==> src/rtl/el2_pkg.sv <==
// Shared types for the EL2 lockstep error-handling path.
// Provides the handler FSM state encoding and a small constant helper.
package el2_pkg;

   typedef enum logic [2:0] {
      IDLE,
      ALERT,
      ACK_LOW,
      RESET,
      LOCKED
   } el2_lse_state_e;

   function automatic int el2_max(input int a, input int b);
      return (a > b) ? a : b;
   endfunction

endpackage

==> src/rtl/el2_sat_counter.sv <==
// Saturating up-counter with synchronous clear taking priority over increment.
// Latency: count reflects clr/inc one cycle after they are sampled.
// Backpressure: none; increments past all-ones are absorbed.
module el2_sat_counter #(
   parameter int WIDTH = 8
) (
   input  logic             clk,
   input  logic             rst,
   input  logic             clr,
   input  logic             inc,
   output logic [WIDTH-1:0] count
);

   logic [WIDTH-1:0] base;
   logic [WIDTH-1:0] count_d;

   // Clear first, so a same-cycle increment lands on zero.
   always_comb begin
      base    = clr ? '0 : count;
      count_d = base;
      if (inc && (base != {WIDTH{1'b1}})) begin
         count_d = base + WIDTH'(1);
      end
   end

   always_ff @(posedge clk) begin
      if (rst) begin
         count <= '0;
      end else begin
         count <= count_d;
      end
   end

endmodule

==> src/rtl/el2_lockstep_err_handler.sv <==
// Counts lockstep mismatches, runs a four-phase alert handshake, escalates to core reset + lock.
// Latency: all outputs registered, one cycle after the triggering input edge.
// Backpressure: alert waits on alert_ack_i up to ACK_TIMEOUT cycles, then escalates on its own.
module el2_lockstep_err_handler
   import el2_pkg::*;
#(
   parameter int ERR_CNT_W     = 8,
   parameter int ESC_THRESHOLD = 4,
   parameter int ACK_TIMEOUT   = 16,
   parameter int RST_PULSE_LEN = 8
) (
   input  logic                 clk,
   input  logic                 rst,
   input  logic                 corruption_detected_i,
   input  logic                 disable_corruption_detection_i,
   input  logic                 clear_i,
   input  logic                 alert_ack_i,
   output logic                 alert_req_o,
   output logic [ERR_CNT_W-1:0] err_count_o,
   output logic                 err_sticky_o,
   output logic                 alert_timeout_o,
   output logic                 core_rst_req_o,
   output logic                 escalate_o
);

   localparam int TMR_MAX = el2_max(ACK_TIMEOUT, RST_PULSE_LEN);
   localparam int TMR_W   = $clog2(TMR_MAX + 1);
   localparam logic [TMR_W-1:0] ACK_LOAD = TMR_W'(ACK_TIMEOUT - 1);
   localparam logic [TMR_W-1:0] RST_LOAD = TMR_W'(RST_PULSE_LEN - 1);
   localparam logic [31:0]      ESC_THR  = ESC_THRESHOLD;

   el2_lse_state_e   state_q, state_d;
   logic [TMR_W-1:0] tmr_q, tmr_d;
   logic             evt, evt_q, new_err;
   logic             clr_en;
   logic             pending_q, pending_d;
   logic             sticky_d, timeout_d;
   logic             at_threshold;

   assign evt          = corruption_detected_i & ~disable_corruption_detection_i;
   assign new_err      = evt & ~evt_q;
   assign clr_en       = clear_i & ((state_q == IDLE) | (state_q == LOCKED));
   assign at_threshold = 32'(err_count_o) >= ESC_THR;

   el2_sat_counter #(
      .WIDTH (ERR_CNT_W)
   ) u_err_cnt (
      .clk   (clk),
      .rst   (rst),
      .clr   (clr_en),
      .inc   (new_err),
      .count (err_count_o)
   );

   // One down-counter serves both the ack timeout and the reset pulse;
   // it is reloaded on entry to ALERT and RESET and expires at zero.
   always_comb begin
      state_d   = state_q;
      tmr_d     = tmr_q;
      pending_d = pending_q;
      sticky_d  = err_sticky_o;
      timeout_d = alert_timeout_o;

      if (clr_en) begin
         pending_d = 1'b0;
         sticky_d  = 1'b0;
         timeout_d = 1'b0;
      end
      if (new_err) begin
         sticky_d = 1'b1;
         if (state_q != IDLE) begin
            pending_d = 1'b1;
         end
      end

      case (state_q)
         IDLE: begin
            if (new_err || (pending_q && !clr_en)) begin
               state_d   = ALERT;
               tmr_d     = ACK_LOAD;
               pending_d = 1'b0;
            end
         end
         ALERT: begin
            if (alert_ack_i) begin
               state_d = ACK_LOW;
            end else if (tmr_q == '0) begin
               state_d   = RESET;
               tmr_d     = RST_LOAD;
               timeout_d = 1'b1;
            end else begin
               tmr_d = tmr_q - TMR_W'(1);
            end
         end
         ACK_LOW: begin
            if (!alert_ack_i) begin
               if (at_threshold) begin
                  state_d = RESET;
                  tmr_d   = RST_LOAD;
               end else begin
                  state_d = IDLE;
               end
            end
         end
         RESET: begin
            if (tmr_q == '0) begin
               state_d = LOCKED;
            end else begin
               tmr_d = tmr_q - TMR_W'(1);
            end
         end
         LOCKED: begin
            if (clr_en) begin
               state_d = IDLE;
            end
         end
         default: begin
            state_d = IDLE;
         end
      endcase
   end

   // Outputs decode the next state so they change on the same edge as the FSM.
   always_ff @(posedge clk) begin
      if (rst) begin
         state_q         <= IDLE;
         tmr_q           <= '0;
         evt_q           <= 1'b0;
         pending_q       <= 1'b0;
         err_sticky_o    <= 1'b0;
         alert_timeout_o <= 1'b0;
         alert_req_o     <= 1'b0;
         core_rst_req_o  <= 1'b0;
         escalate_o      <= 1'b0;
      end else begin
         state_q         <= state_d;
         tmr_q           <= tmr_d;
         evt_q           <= evt;
         pending_q       <= pending_d;
         err_sticky_o    <= sticky_d;
         alert_timeout_o <= timeout_d;
         alert_req_o     <= (state_d == ALERT);
         core_rst_req_o  <= (state_d == RESET);
         escalate_o      <= (state_d == LOCKED);
      end
   end

endmodule
==> config.mk <==
export PLATFORM = sky130hd
export DESIGN_NAME = el2_lockstep_err_handler
export DESIGN_NICKNAME = d
export VERILOG_FILES = /design/src/rtl/el2_pkg.sv /design/src/rtl/el2_sat_counter.sv /design/src/rtl/el2_lockstep_err_handler.sv
export SDC_FILE = /design/constraint.sdc
export NUM_CORES = 1
export LEC_CHECK = 0
export BUFFER_PORTS_ARGS = -buffer_cell sky130_fd_sc_hd__clkbuf_2
export CORE_MARGIN = 2
export CORE_UTILIZATION = 49
export DETAILED_ROUTE_END_ITERATION = 16
export PLACE_DENSITY_LB_ADDON = 0.15
export SYNTH_ARGS = -nofsm -noshare
export SYNTH_HDL_FRONTEND = slang
export SYNTH_SLANG_ARGS = --single-unit
==> constraint.sdc <==
create_clock -name clk -period 2.1 [get_ports clk]
set_input_delay 0.315 -clock clk [delete_from_list [all_inputs] [get_ports clk]]
set_output_delay 0.315 -clock clk [all_outputs]
set_load 0.02 [all_outputs]
## After elaboration in Yosys (flattened, before gate mapping)

Index checks and enable logic that the tools add are counted.

| cells by class | value |
|---|---|
| $add $sub $neg | 2 |
| magnitude comparators | 1 |
| eq/ne operators | 13 |
| multiplexer cells | 28 |
| bitwise gates (word level) | 6 |
| reduce and logical (&&, ||, !) cells | 10 |

Operators with widths:

| operator | count |
|---|---|
| 5-bit two-way mux | 6 |
| 5-bit case mux with 4 select lines | 1 |
| 3-bit two-way mux | 6 |
| 8-bit two-way mux | 2 |
| 3-bit case mux with 5 select lines | 1 |
| 1-bit two-way mux | 11 |
| 3-bit by 2-bit == test with 1-bit output, second input constant | 3 |
| 8-bit by 1-bit adder with 8-bit output, second input constant | 1 |
| 8-bit by 3-bit >= comparator with 1-bit output, second input constant | 1 |
| 2-bit != test, second input constant | 4 |
| 8-bit != test, second input constant | 1 |
| 3-bit by 1-bit == test with 1-bit output, second input constant | 2 |
| 3-bit == test, second input constant | 2 |
| 6-bit AND reduction | 1 |
| 5-bit logical NOT | 1 |
| 5-bit by 1-bit subtractor with 5-bit output, second input constant | 1 |
| 4-bit nonzero test | 1 |
| 1-bit bitwise AND | 3 |
| 3-bit logical NOT | 1 |
| 3-bit nonzero test | 1 |
| 1-bit logical AND | 2 |
| 2-bit two-way mux | 1 |
| 2-bit by 1-bit != test with 1-bit output, second input constant | 1 |
| 1-bit NOT | 2 |
| 4 further kinds | 4 |

| storage, ports and cells | value |
|---|---|
| flip-flop bits (word level) | 23 |
| input port bits | 6 |
| output and inout port bits | 13 |

## Longest topological paths before layout

| depth | value |
|---|---|
| word-level depth | 9 |
| depth in mapped cells | 8 |

## Cells and area by module

A second synthesis with hierarchy kept.

| second synthesis, totals | value |
|---|---|
| cells, all modules | 133 |
| area, all modules | 1184.9 µm² |

By module, submodules not included:

| module | instances | cells an instance | area an instance (µm²) | seq. area each (µm²) |
|---|---|---|---|---|
| el2_lockstep_err_handler | 1 | 92 | 815.8 | 300.3 |
| el2_sat_counter | 1 | 41 | 369.1 | 160.2 |

## Least setup slack after synthesis

OpenSTA, ideal clock, no wires.

| timing | value |
|---|---|
| path kind | input port to flip-flop |
| from | input clear_i |
| to | register u_err_cnt.count[5] |
| setup time | 0.121 ns |
| arrival time | 2.183 ns |
| required time | 1.979 ns |
| slack | -0.204 ns |
| stages | 8 |
| buffers on the path | 1 |
| cells stage by stage | or3b_2 -> clkbuf_1 -> and2_1 -> ha_1 -> nand3_1 -> o21ai_0 -> nor3_1 -> mux2_2 |

| between the ends | value |
|---|---|
| longest elaborated chain between the ends | 5 |

Ends and longest elaborated chain:

| element | RTL line | text |
|---|---|---|
| from (decl) | el2_lockstep_err_handler.sv:16 | `input logic clear_i,` |
| 1-bit bitwise AND (*) | el2_lockstep_err_handler.sv:42 | `assign clr_en = clear_i & ((state_q == IDLE) \| (state_q == LOCKED));` |
| 8-bit two-way mux (*) | el2_sat_counter.sv:19 | `base = clr ? '0 : count;` |
| branches (longest 2 deep; another with 8-bit by 1-bit adder with 8-bit output) | - |  |
| 8-bit two-way mux (*) | el2_sat_counter.sv:21 | `if (inc && (base != {WIDTH{1'b1}})) begin` |
| to (signal assigned) | el2_sat_counter.sv:30 | `count <= count_d;` |
| to (decl) | el2_sat_counter.sv:11 | `output logic [WIDTH-1:0] count` |

Mark *: on every way between the ends.
A chain may end at the register's enable or synchronous reset.

## Worst setup path after layout

| timing | value |
|---|---|
| from | register tmr_q[0] |
| to | register tmr_q[4] |

| between the ends | value |
|---|---|
| longest elaborated chain between the ends | 4 |

Ends and longest elaborated chain:

| element | RTL line | text |
|---|---|---|
| from (decl) | el2_lockstep_err_handler.sv:33 | `logic [TMR_W-1:0] tmr_q, tmr_d;` |
| from (signal assigned) | el2_lockstep_err_handler.sv:137 | `tmr_q <= tmr_d;` |
| 5-bit by 1-bit subtractor with 5-bit output or 5-bit logical NOT (tied branches) | - |  |
| 5-bit two-way mux | el2_lockstep_err_handler.sv:87 | `end else if (tmr_q == '0) begin` |
| 5-bit two-way mux | el2_lockstep_err_handler.sv:85 | `if (alert_ack_i) begin` |
| 5-bit case mux with 4 select lines | el2_lockstep_err_handler.sv:76 | `case (state_q)` |

Parallel ways exist; a longest one is shown, timed or not. The select of a mux whose other input is x is not followed.

==> run_results.csv <==
group,metric,value,unit
outcome,status,"finished clean",
critical_path,r2r-start,"tmr_q[0]",
timing,drv_slew,0,
cts,cts_tree,"done",
global_route,grt_pass1_wl,4726,um
cts,htreeDepth,1,
drt,wirelength,2817,um
cells_and_area,finalNetCount,176,
timing,holdWs,0.1811,ns
cts,cts_buffer_depth,2,
critical_path,crit_type,"flop to flop",
critical_path,required,2.31,ns
synthesis,syn_inst,140,
synthesis,postSynthAreaPerCell,8.544,um^2
drt,wire_per_inst,14.52,um
global_route,first_global_vias,1121,
synthesis,yosysWarnings,0,
drt,vias,1157,
timing,period_needed,2.028,ns
cts,root_buffer,"clkbuf_4",
synthesis,synthDistinctLibCells,43,
synthesis,ys.flop_type,"dfxtp_1",
hold_path,worstHoldStart,"disable_corruption_detection_i",
global_route,overflow,0,
timing,fmax,493.0,MHz
cts,clock_latency,0.31,ns
critical_path,cp.arrival,2.24,ns
drt,drc,0,
floorplanning,design.core.area,2255,um^2
cts,numClockSinks,23,
critical_path,cp-start-kind,"flop",
cells_and_area,diodes,0,
floorplanning,pin_count,19,
power,vdd_drop_max,0.5034,mV
synthesis,netlist_top_cells_count,"23 x dfxtp_1, 14 x nor2_1, 11 x inv_1",
hold_path,hold_class,"primary input to flop",
synthesis,netlist.area_leader.share,38.49,%
cells_and_area,final_util,63.15,%
floorplanning,die_area,2852,um^2
synthesis,yosysTopAreaCell,"dfxtp_1",
power,cellLeakagePower,0.0005927,uW
drt,viasPerCell,5.964,
floorplanning,start_util,53.05,%
floorplanning,fp.dieW,53.41,um
global_route,grt_start_max_net_pins,19,
cts,clk_pin_slew,0.13,ns
timing,fin_crit_sh,96.58,%
drt,ant_nets,0,
synthesis,synth.most_common_cell,"dfxtp_1",
placement,io_buffer_count,18,
critical_path,cp-startpoint,"tmr_q[0]",
power,power_per_cell_area,736.4,nW/um^2
cts,cts_buffers,3,
timing,fin_skew,0.005555,ns
synthesis,netlist_area,1196,um^2
timing,relSlewSlack,58.67,%
global_route,grt_use_total,22.61,%
synthesis,ys_seq_area_share,38.49,%
critical_path,critPathMaxFanout,5,
synthesis,syn_nets,149,
timing,worst_pin_slew,0.6113,ns
placement,hpwl,2068,um
synthesis,synthArstFlopShare,0,%
run,drv_cap,0,
placement,place_congestion,0.8565,
critical_path,end_kind,"flop",
drt,first_pass_iters,4,
cells_and_area,fin_area,1424,um^2
power,p_total,1049,uW
floorplanning,die_h,53.41,um
cts,holdBufCountCts,0,
synthesis,synth-edff-count,0,
timing,setup_viol_count_final,0,
placement,place_area,1376,um^2
synthesis,ys_top_cells_by_area,"dfxtp_1 38%, nor2_1 4.4%, a21oi_1 4.2%, inv_1 3.5%, ha_1 3.1%",
global_route,antenna_found_initial,0,
drt,drt-initial-drc-count,29,
cells_and_area,drive_gt1_share,27.11,%
timing,hold_viol_final,0,
synthesis,synth_seq_cells,23,
floorplanning,rows,17,
cells_and_area,area_delta_synth_final,19.04,%
## critical path, stage by stage, from the launching register on
cell and delay [ns]:
dfxtp_1 0.37, inv_1 0.09, ha_1 0.18, or4b_4 0.48, a31o_4 0.28, o211a_1 0.23, a221o_1 0.30
## repair_timing
item | 4_1_cts | 5_1_grt
endpoints found under the hold margin | 0 | 0
setup endpoints to repair | 0 | 4
resized for setup | 0 | 3
buffers inserted | 0 | 1
## per-layer routing
metal / wire, um / track usage [%] / vias up
li1: - / - / 573
met1: 1245 / 27.49 / 551
met2: 1414 / 38.89 / 31
met3: 140 / 3.390 / 2
met4: 17 / 9.829 / 0
met5: 0 / 0 / -
## per-stage QoR
step                      setup TNS (ns)  instances  setup WS (ns)
final                                  0        194        0.07177
after global routing            -0.02259        194       -0.02259
after global placement                 0        189        0.05336
after CTS                              0        193        0.05197
after detailed placement        -0.01352        189       -0.01352
after floorplan                        0        140        0.01493
## power breakdown
group	internal (uW)	leakage [uW]	switching, uW
Clock	71.1	0.0000177	134
Sequential	472	0.000187	33.9
Combinational	154	0.000388	183
Total	698	0.000593	351
## path summary, 6_finish.rpt
kind	to	slack [ns]	depth (start not counted)
setup / recovery	tmr_q[4]	0.07	6
hold / removal	evt_q	0.18	2
setup reg to reg	tmr_q[4]	0.07	6
hold reg to reg	err_sticky_o	0.53	2
## flip-flops by register name, indices dropped and copies added (netlist names)
register / count
tmr_q: 5
pending_q: 1
alert_timeout_o: 1
state_q: 3
evt_q: 1
err_sticky_o: 1
u_err_cnt.count: 8
escalate_o: 1
alert_req_o: 1
core_rst_req_o: 1
## area by class of cell
| class | instances | area [um^2] |
|---|---|---|
| inverters | 11 | 41.29 |
| well taps | 28 | 35.03 |
| clock buffers | 3 | 22.52 |
| fillers | 208 | 830.8 |
| repair buffers | 28 | 165.2 |
| flip-flops and latches | 23 | 460.4 |
| clock inverters | 1 | 5.005 |
| multi-input cells | 100 | 694.4 |
## placed cells by master (no fill, tap or decap), types with 2 or more instances in the layout
cell      synthesis  routed
dfxtp_1          23      23
clkbuf_2          0      18
nor2_1           14      14
inv_1            11      11
buf_4             0      10
a21oi_1          10       9
nand3_1           6       5
nand2_1           5       5
nor2b_1           4       4
nor3b_1           3       3
and3_1            3       3
o31ai_1           3       3
nor4_1            3       3
o211ai_1          3       3
o311ai_0          3       3
ha_1              3       3
clkbuf_4          0       3
and2_1            2       2
or2_2             2       2
nand4_1           2       2
a211oi_1          2       2
a211o_1           2       2
a31oi_1           2       2
nor4b_1           2       2
o31a_1            2       2
mux2_2            2       2
o21ai_0           3       2
## cell families after synthesis
| family | after synthesis | share of synthesized area, % |
|---|---|---|
| AOI/OAI and AO/OA | 40 | 25.11 |
| xor gates and xnor gates | 2 | 1.465 |
| adders and majority gates | 3 | 3.138 |
| buffers and inverters | 17 | 5.439 |
| DFF | 23 | 38.49 |
| muxes | 2 | 1.883 |
| and+or+nand+nor | 53 | 24.48 |
No activity file was read; power rests on OpenSTA's default activity.
